[config.mk]
export PLATFORM = sky130hd
export DESIGN_NAME = fpu_issue_ctrl
export DESIGN_NICKNAME = d
export VERILOG_FILES = /design/src/rtl/fpu_issue_ctrl.sv
export SDC_FILE = /design/constraint.sdc
export NUM_CORES = 1
export LEC_CHECK = 0
export ABC_AREA = 1
export CAP_MARGIN = 20
export CORE_MARGIN = 4
export CORE_UTILIZATION = 42
export CTS_CLUSTER_SIZE = 28
export DETAILED_ROUTE_END_ITERATION = 8
export PLACE_DENSITY = 0.93
export SYNTH_ARGS = -nofsm -noshare
export SYNTH_HDL_FRONTEND = slang
export SYNTH_SLANG_ARGS = --single-unit
[constraint.sdc]
create_clock -name clk -period 3.2 [get_ports clk]
set_input_delay 0.64 -clock clk [delete_from_list [all_inputs] [get_ports clk]]
set_output_delay 0.64 -clock clk [all_outputs]
set_load 0.02 [all_outputs]
[src/rtl/fpu_issue_ctrl.sv]
// fpu_issue_ctrl: runs one multi-cycle FPU operation at a time beside the integer ALU.
// Latency: an issue taken at edge T makes result_valid high from cycle T+LATENCY+1.
// Backpressure: stall freezes IF/ID/EX while the op runs; the result is held in DONE while downstream_stall.
//
// Ports:
//   clk, reset                 rising-edge clock, synchronous active-high reset
//   issue_valid/op/a/b/waddr   FP instruction sitting in the execute register
//   flush                      squash the in-flight op (branch or exception)
//   downstream_stall           MEM stage cannot take a result this cycle
//   fpu_result                 FPU output, valid LATENCY cycles after its operands settle
//   fpu_a/fpu_b/fpu_op         registered operands and opcode, held for the whole FPU run
//   stall                      combinational hold request to the front of the pipeline
//   busy                       registered, high while an op is running or its result is waiting
//   result_valid/result/result_waddr   captured result presented to EX/MEM
//
// Parameters: LATENCY is 1..15 FPU cycles. CNT_W must be wide enough to hold LATENCY-1.

module fpu_issue_ctrl #(
  parameter int LATENCY = 4,
  parameter int CNT_W   = 4
) (
  input  logic        clk,
  input  logic        reset,
  input  logic        issue_valid,
  input  logic [2:0]  issue_op,
  input  logic [31:0] issue_a,
  input  logic [31:0] issue_b,
  input  logic [5:0]  issue_waddr,
  input  logic        flush,
  input  logic        downstream_stall,
  input  logic [31:0] fpu_result,
  output logic [31:0] fpu_a,
  output logic [31:0] fpu_b,
  output logic [2:0]  fpu_op,
  output logic        stall,
  output logic        busy,
  output logic        result_valid,
  output logic [31:0] result,
  output logic [5:0]  result_waddr
);

  typedef enum logic [1:0] {
    S_IDLE = 2'd0,
    S_EXEC = 2'd1,
    S_DONE = 2'd2
  } state_t;

  // The counter runs from LATENCY-1 down to 0, which gives exactly LATENCY cycles in EXEC.
  localparam logic [CNT_W-1:0] CNT_LOAD = CNT_W'(LATENCY - 1);

  state_t            state_q, state_d;
  logic [CNT_W-1:0]  cnt_q, cnt_d;
  logic [31:0]       fpu_a_q, fpu_a_d;
  logic [31:0]       fpu_b_q, fpu_b_d;
  logic [2:0]        fpu_op_q, fpu_op_d;
  logic [31:0]       result_q, result_d;
  logic [5:0]        result_waddr_q, result_waddr_d;
  logic              busy_q, busy_d;
  logic              result_valid_q, result_valid_d;
  logic              issue_accept;

  // A flush in the same cycle as an issue wins, so the instruction is never started.
  assign issue_accept = (state_q == S_IDLE) && issue_valid && !flush;

  // Next-state and datapath-capture logic.
  always_comb begin
    state_d        = state_q;
    cnt_d          = cnt_q;
    fpu_a_d        = fpu_a_q;
    fpu_b_d        = fpu_b_q;
    fpu_op_d       = fpu_op_q;
    result_d       = result_q;
    result_waddr_d = result_waddr_q;

    case (state_q)
      S_IDLE: begin
        if (issue_accept) begin
          fpu_a_d        = issue_a;
          fpu_b_d        = issue_b;
          fpu_op_d       = issue_op;
          result_waddr_d = issue_waddr;
          cnt_d          = CNT_LOAD;
          state_d        = S_EXEC;
        end
      end

      S_EXEC: begin
        // The FPU operands stay untouched here. A flush drops the op and the
        // result register keeps whatever it last held.
        if (flush) begin
          cnt_d   = '0;
          state_d = S_IDLE;
        end else if (cnt_q == '0) begin
          result_d = fpu_result;
          state_d  = S_DONE;
        end else begin
          cnt_d = cnt_q - 1'b1;
        end
      end

      S_DONE: begin
        // A flush takes the same exit as a handoff. The result is never
        // consumed, but result_valid still drops on the next cycle.
        if (flush || !downstream_stall) begin
          cnt_d   = '0;
          state_d = S_IDLE;
        end
      end

      default: begin
        cnt_d   = '0;
        state_d = S_IDLE;
      end
    endcase

    // Status outputs are registered copies of the next state, so they do not
    // depend combinationally on any input.
    busy_d         = (state_d != S_IDLE);
    result_valid_d = (state_d == S_DONE);
  end

  // The front end is held while an issue is being taken, while the FPU runs,
  // and while a finished result is blocked downstream. In the DONE cycle that
  // hands off, stall is low so the next instruction moves into execute.
  always_comb begin
    stall = 1'b0;
    case (state_q)
      S_IDLE:  stall = issue_accept;
      S_EXEC:  stall = 1'b1;
      S_DONE:  stall = downstream_stall;
      default: stall = 1'b0;
    endcase
  end

  always_ff @(posedge clk) begin
    if (reset) begin
      state_q        <= S_IDLE;
      cnt_q          <= '0;
      fpu_a_q        <= '0;
      fpu_b_q        <= '0;
      fpu_op_q       <= '0;
      result_q       <= '0;
      result_waddr_q <= '0;
      busy_q         <= 1'b0;
      result_valid_q <= 1'b0;
    end else begin
      state_q        <= state_d;
      cnt_q          <= cnt_d;
      fpu_a_q        <= fpu_a_d;
      fpu_b_q        <= fpu_b_d;
      fpu_op_q       <= fpu_op_d;
      result_q       <= result_d;
      result_waddr_q <= result_waddr_d;
      busy_q         <= busy_d;
      result_valid_q <= result_valid_d;
    end
  end

  assign fpu_a        = fpu_a_q;
  assign fpu_b        = fpu_b_q;
  assign fpu_op       = fpu_op_q;
  assign busy         = busy_q;
  assign result_valid = result_valid_q;
  assign result       = result_q;
  assign result_waddr = result_waddr_q;

endmodule

# --- After elaboration in Yosys (flattened, before gate mapping) ---
# Index checks and enable logic that the tools add are counted.
word_totals:
  out_inout_bits: 108
  word_cells: 39
  rom_bits: 0
  ramBits: 0
  reg_bits: 113
  latch_bits: 0
  n_memories: 0
op_classes:
  eq_ne: 6
  n_mul: 0
  add_sub_neg: 1
  reduce_logical: 11
  div: 0
  n_lt_le_gt_ge: 0
  n_shift: 0
  mux: 11
  bitwise: 1
ops:
  columns: ["operator", "count"]
  rows:
  - ["$mux W4", 4]
  - ["$pmux W4 S3", 1]
  - ["$mux W2", 4]
  - ["$pmux W2 S3", 1]
  - ["$reduce_and A3 Y1", 2]
  - ["$eq A2 B2 Y1 const B", 2]
  - ["$logic_not A4 Y1", 1]
  - ["$ne A2 B2 Y1 const B", 2]
  - ["$sub A4 B1 Y4 const B", 1]
  - ["$ne A3 B3 Y1 const B", 1]
  - ["$pmux W1 S3", 1]
  - ["$eq A2 B1 Y1 const B", 1]
  - ["$logic_and A1 B1 Y1", 2]
  - ["$logic_not A1 Y1", 2]
  - ["$logic_not A2 Y1", 1]
  - ["$reduce_and A2 Y1", 1]
  - ["$reduce_bool A2 Y1", 1]
  - ["$logic_or A1 B1 Y1", 1]
  - ["$not A1 Y1", 1]

# --- Depth between registers and ports, before layout ---
logic_depth:
  ltp_word: 6
  mapped_depth: 9
  depth_no_buf: 9

# --- Least setup slack after synthesis ---
# OpenSTA, ideal clock, no wires.
synth_timing:
  kind: "input to output"
  start: "input port issue_valid"
  end: "output port stall"
  arrival_ns: 1.206
  setup_slack_ns: 1.354
  t_required_ns: 2.560
  path_stages: 5
  path_cell_list: "nand2_2 nor2_4 inv_2 buf_2 o211ai_1"
synth_via:
  elab_chain_len: 3
synth_rtl:
  columns: ["element", "line_no", "rtl"]
  rows:
  - ["from (decl)", "24", "input logic issue_valid,"]
  - ["$logic_and A1 B1 Y1 (2 in a row)", "63", "assign issue_accept = (state_q == S_IDLE) && issue_valid && !flush;"]
  - ["$pmux W1 S3", "127", "case (state_q)"]
  - ["to (decl)", "35", "output logic stall,"]
# Every way passes these cells.

# --- Worst setup path after layout ---
layout_timing:
  start: "input port flush"
  end: "output port stall"
layout_via:
  elab_chain_len: 3
layout_rtl:
  columns: ["element", "line_no", "rtl"]
  rows:
  - ["from (decl)", "29", "input logic flush,"]
  - ["$logic_not A1 Y1", "63", null]
  - ["$logic_and A1 B1 Y1", "63", null]
  - ["$pmux W1 S3", "127", null]
# Every way passes these cells.

==> results.sh <==
export IMPL_worst_hold_path_num_cells=2
export IMPL_crit_arrival_ns=2.13
export IMPL_use_met2_pct=39.9
export IMPL_r2r_slack_ns=1.42
export IMPL_grt_usage_pct=22.4
export IMPL_ir_drop_mv=0.429
export IMPL_fin_util_pct=73.2
export IMPL_synth_distinct_cells=21
export IMPL_grt_met3_usage_pct=8.25
export IMPL_synth_top_family_by_area="simple AND/OR/NAND/NOR gates"
export IMPL_grt_overflow=0
export IMPL_antenna_found_initial=0
export IMPL_rows=35
export IMPL_dpl_cell_area_sq_um=6250
export IMPL_rsz0062_at_grt="no"
export IMPL_tns_ns=0
export IMPL_crit_chain="clkdlybuf4s50_1 -> nor2_4 -> inv_2 -> o211ai_1 -> clkdlybuf4s50_1"
export IMPL_hold_path_startpoint="fpu_b[30]$_SDFFE_PP0P_"
export IMPL_cts_tree="done"
export IMPL_start_util_pct=43.7
export IMPL_crit_type="input pin to output port"
export IMPL_worst_setup_path_end_kind="output port"
export IMPL_hold_path_class="flip-flop to flip-flop"
export IMPL_status="finished, final reports clean"
export IMPL_postCtsHoldBufs=0
export IMPL_num_vias=4215
export IMPL_io_buffers=217
export IMPL_hold_viol_final=0
export IMPL_grt_pass1_wl_mm=20.3
export IMPL_powerDensity_nw_per_um2=589
export IMPL_reg2regPathDepth=6
export IMPL_required_ns=2.56
export IMPL_post_cts_buffers=0
export IMPL_muxShareOfSynthArea_pct=0
export IMPL_cp_common_cell="clkdlybuf4s50_1"
export IMPL_drc=0
export IMPL_synth_xor_area_share_pct=0.214
export IMPL_path_max_fanout=6
export IMPL_fin_crit_ns=2.77
export IMPL_synthCells=518
export IMPL_synth_avg_cell_area_sq_um=7.91
export IMPL_holdPathEnd="fpu_b[30]$_SDFFE_PP0P_"
export IMPL_dp_hpwl_mm=9.15
export IMPL_cts_buffers_inserted=17
export IMPL_grt_pass1_vias=4130
export IMPL_slowest_stage="clkdlybuf4s50_1"
export IMPL_cts_sink_count=113
export IMPL_core_sq_um=9370
export IMPL_die_area_sq_um=11400
export IMPL_r2r_start="state_q[0]$_SDFF_PP0_"
export IMPL_viasPerCell=4.86
export IMPL_max_slew_worst_pin_slew_ns=0.746
export IMPL_syn_cell_area_sq_um=4100
export IMPL_max_stage_delay_ns=0.64
export IMPL_clock_fmax_mhz=361
export IMPL_gp_congestion=0.884
export IMPL_htree_levels=4
export IMPL_busiest_layer="met2"
export IMPL_critPathLaunchType="input pin"
export IMPL_reg2reg_to="busy$_SDFF_PP0_"
export IMPL_diodes=0
export IMPL_seq_area_frac_synth_pct=55.2
export IMPL_drtPass1Iterations=7
export IMPL_routedWlPerCell_um=15.0
export IMPL_routed_wl_mm=13.0
export IMPL_layout_drive_gt1_share_pct=6.23
export IMPL_slew_headroom_pct=50.3
export IMPL_hold_ws_ns=0.502
export IMPL_clock_skew_ns=0.00827
export IMPL_synth_compound_area_share_pct=14.2
export IMPL_yosys_area_share_simple_pct=23.2
export IMPL_synth_nets=630
export IMPL_use_met1_pct=23.4
export IMPL_mostFrequentLayoutCells="nor2_1, clkdlybuf4s50_1, dfxtp_1, o21ai_0, clkbuf_16"
export IMPL_p_total_mw=4.04
export IMPL_clk_pin_slew_ns=0.05
export IMPL_synthAdderAreaFrac_pct=0.611
export IMPL_design_area_sq_um=6860
export IMPL_areaGrowthSynthToFinish_pct=67.4
export IMPL_root_buffer="clkbuf_8"
export IMPL_setup_viol=0
export IMPL_nets=837
export IMPL_synth_warnings=0
export IMPL_ys_ff_latch=113
export IMPL_max_cap_violations=0
export IMPL_grt_max_degree=75
export IMPL_cts_resized=0
export IMPL_clock_latency_ns=0.50
export IMPL_leakage_nw=2.84
export IMPL_final_max_slew_viol_count=0
export IMPL_timing_final_crit_share_pct=86.6
export IMPL_die_w_um=107
export IMPL_first_iter_violations=262
export IMPL_die_h_um=107
export IMPL_io_pins=218
export IMPL_ant_nets=0
export IMPL_cts_buffer_depth=2
how the worst max path moves through the flow:
stage | to | from | slack, ns | cells after the start
after CTS | stall | flush | 0.43 | 5
final | stall | flush | 0.43 | 5
after global placement | stall | flush | 0.47 | 5
after floorplan | stall | issue_valid | 1.35 | 5
after detailed placement | stall | flush | 0.45 | 5
after global routing | stall | flush | 0.38 | 5
cell usage after synthesis:
cell type	number	area share, %
nor2_1	217	20
dfxtp_1	113	55
o21ai_0	94	11
o21ai_1	15	1.8
nand2_1	12	1.1
clkbuf_1	11	1.0
buf_6	9	2.5
buf_4	8	1.5
inv_1	8	0.73
a21oi_1	6	0.73
buf_2	6	0.73
nor2_4	3	0.82
nor3_1	3	0.37
ha_1	2	0.61
inv_2	2	0.18
nand2_2	2	0.31
nand3_1	2	0.24
nor2_2	2	0.31
nand4_1	1	0.15
o211ai_1	1	0.18
xnor2_1	1	0.21
metrics by stage:
step	setup WS, ns	std cells
finish	0.428	867
global route	0.378	867
CTS	0.430	867
detailed placement	0.455	835
global placement	0.472	835
floorplan	1.35	518
sequential cells by signal, indices dropped and copies added, names as in the netlist:
register and flops:
result_waddr 6, fpu_b 32, state_q 2, fpu_op 3, result_valid 1, fpu_a 32
busy 1, result 32, cnt_q 4
cell type report:
type | count | area [sq um]
Fill cell | 699 | 2510
Clock buffer | 20 | 455
Inverter | 10 | 37.5
Tap cell | 129 | 161
Timing Repair Buffer | 222 | 2220
Multi-Input combinational cell | 361 | 1570
Sequential cell | 113 | 2260
Clock inverter | 12 | 155
critical path: cells and delay by family:
family / cells / cell delay [ns]
AND/OR/NAND/NOR: 1 / 0.18
AO/OA/AOI/OAI: 1 / 0.08
buffers and inverters: 3 / 1.24
logic make-up after synthesis:
group,count (synthesis)
buffers and inverters,44
and+or+nand+nor,242
adders and majority gates,2
AOI/OAI and AO/OA,116
xor gates and xnor gates,1
DFF,113
per-layer routing:
layer | vias up | share of wire (%) | wire, um
met5 | - | 0 | 0
met4 | 0 | 3.5 | 450
met3 | 36 | 8.6 | 1120
met2 | 199 | 50 | 6570
met1 | 1910 | 37 | 4870
li1 | 2070 | - | -
power by group:
group	internal (mW)	leakage [nW]	total, mW	switching [mW]
Clock	1.25	0.286	1.90	0.652
Combinational	0.308	1.63	0.605	0.297
Sequential	1.49	0.926	1.54	0.0440
Note: power is estimated with default switching activity, not from simulation.
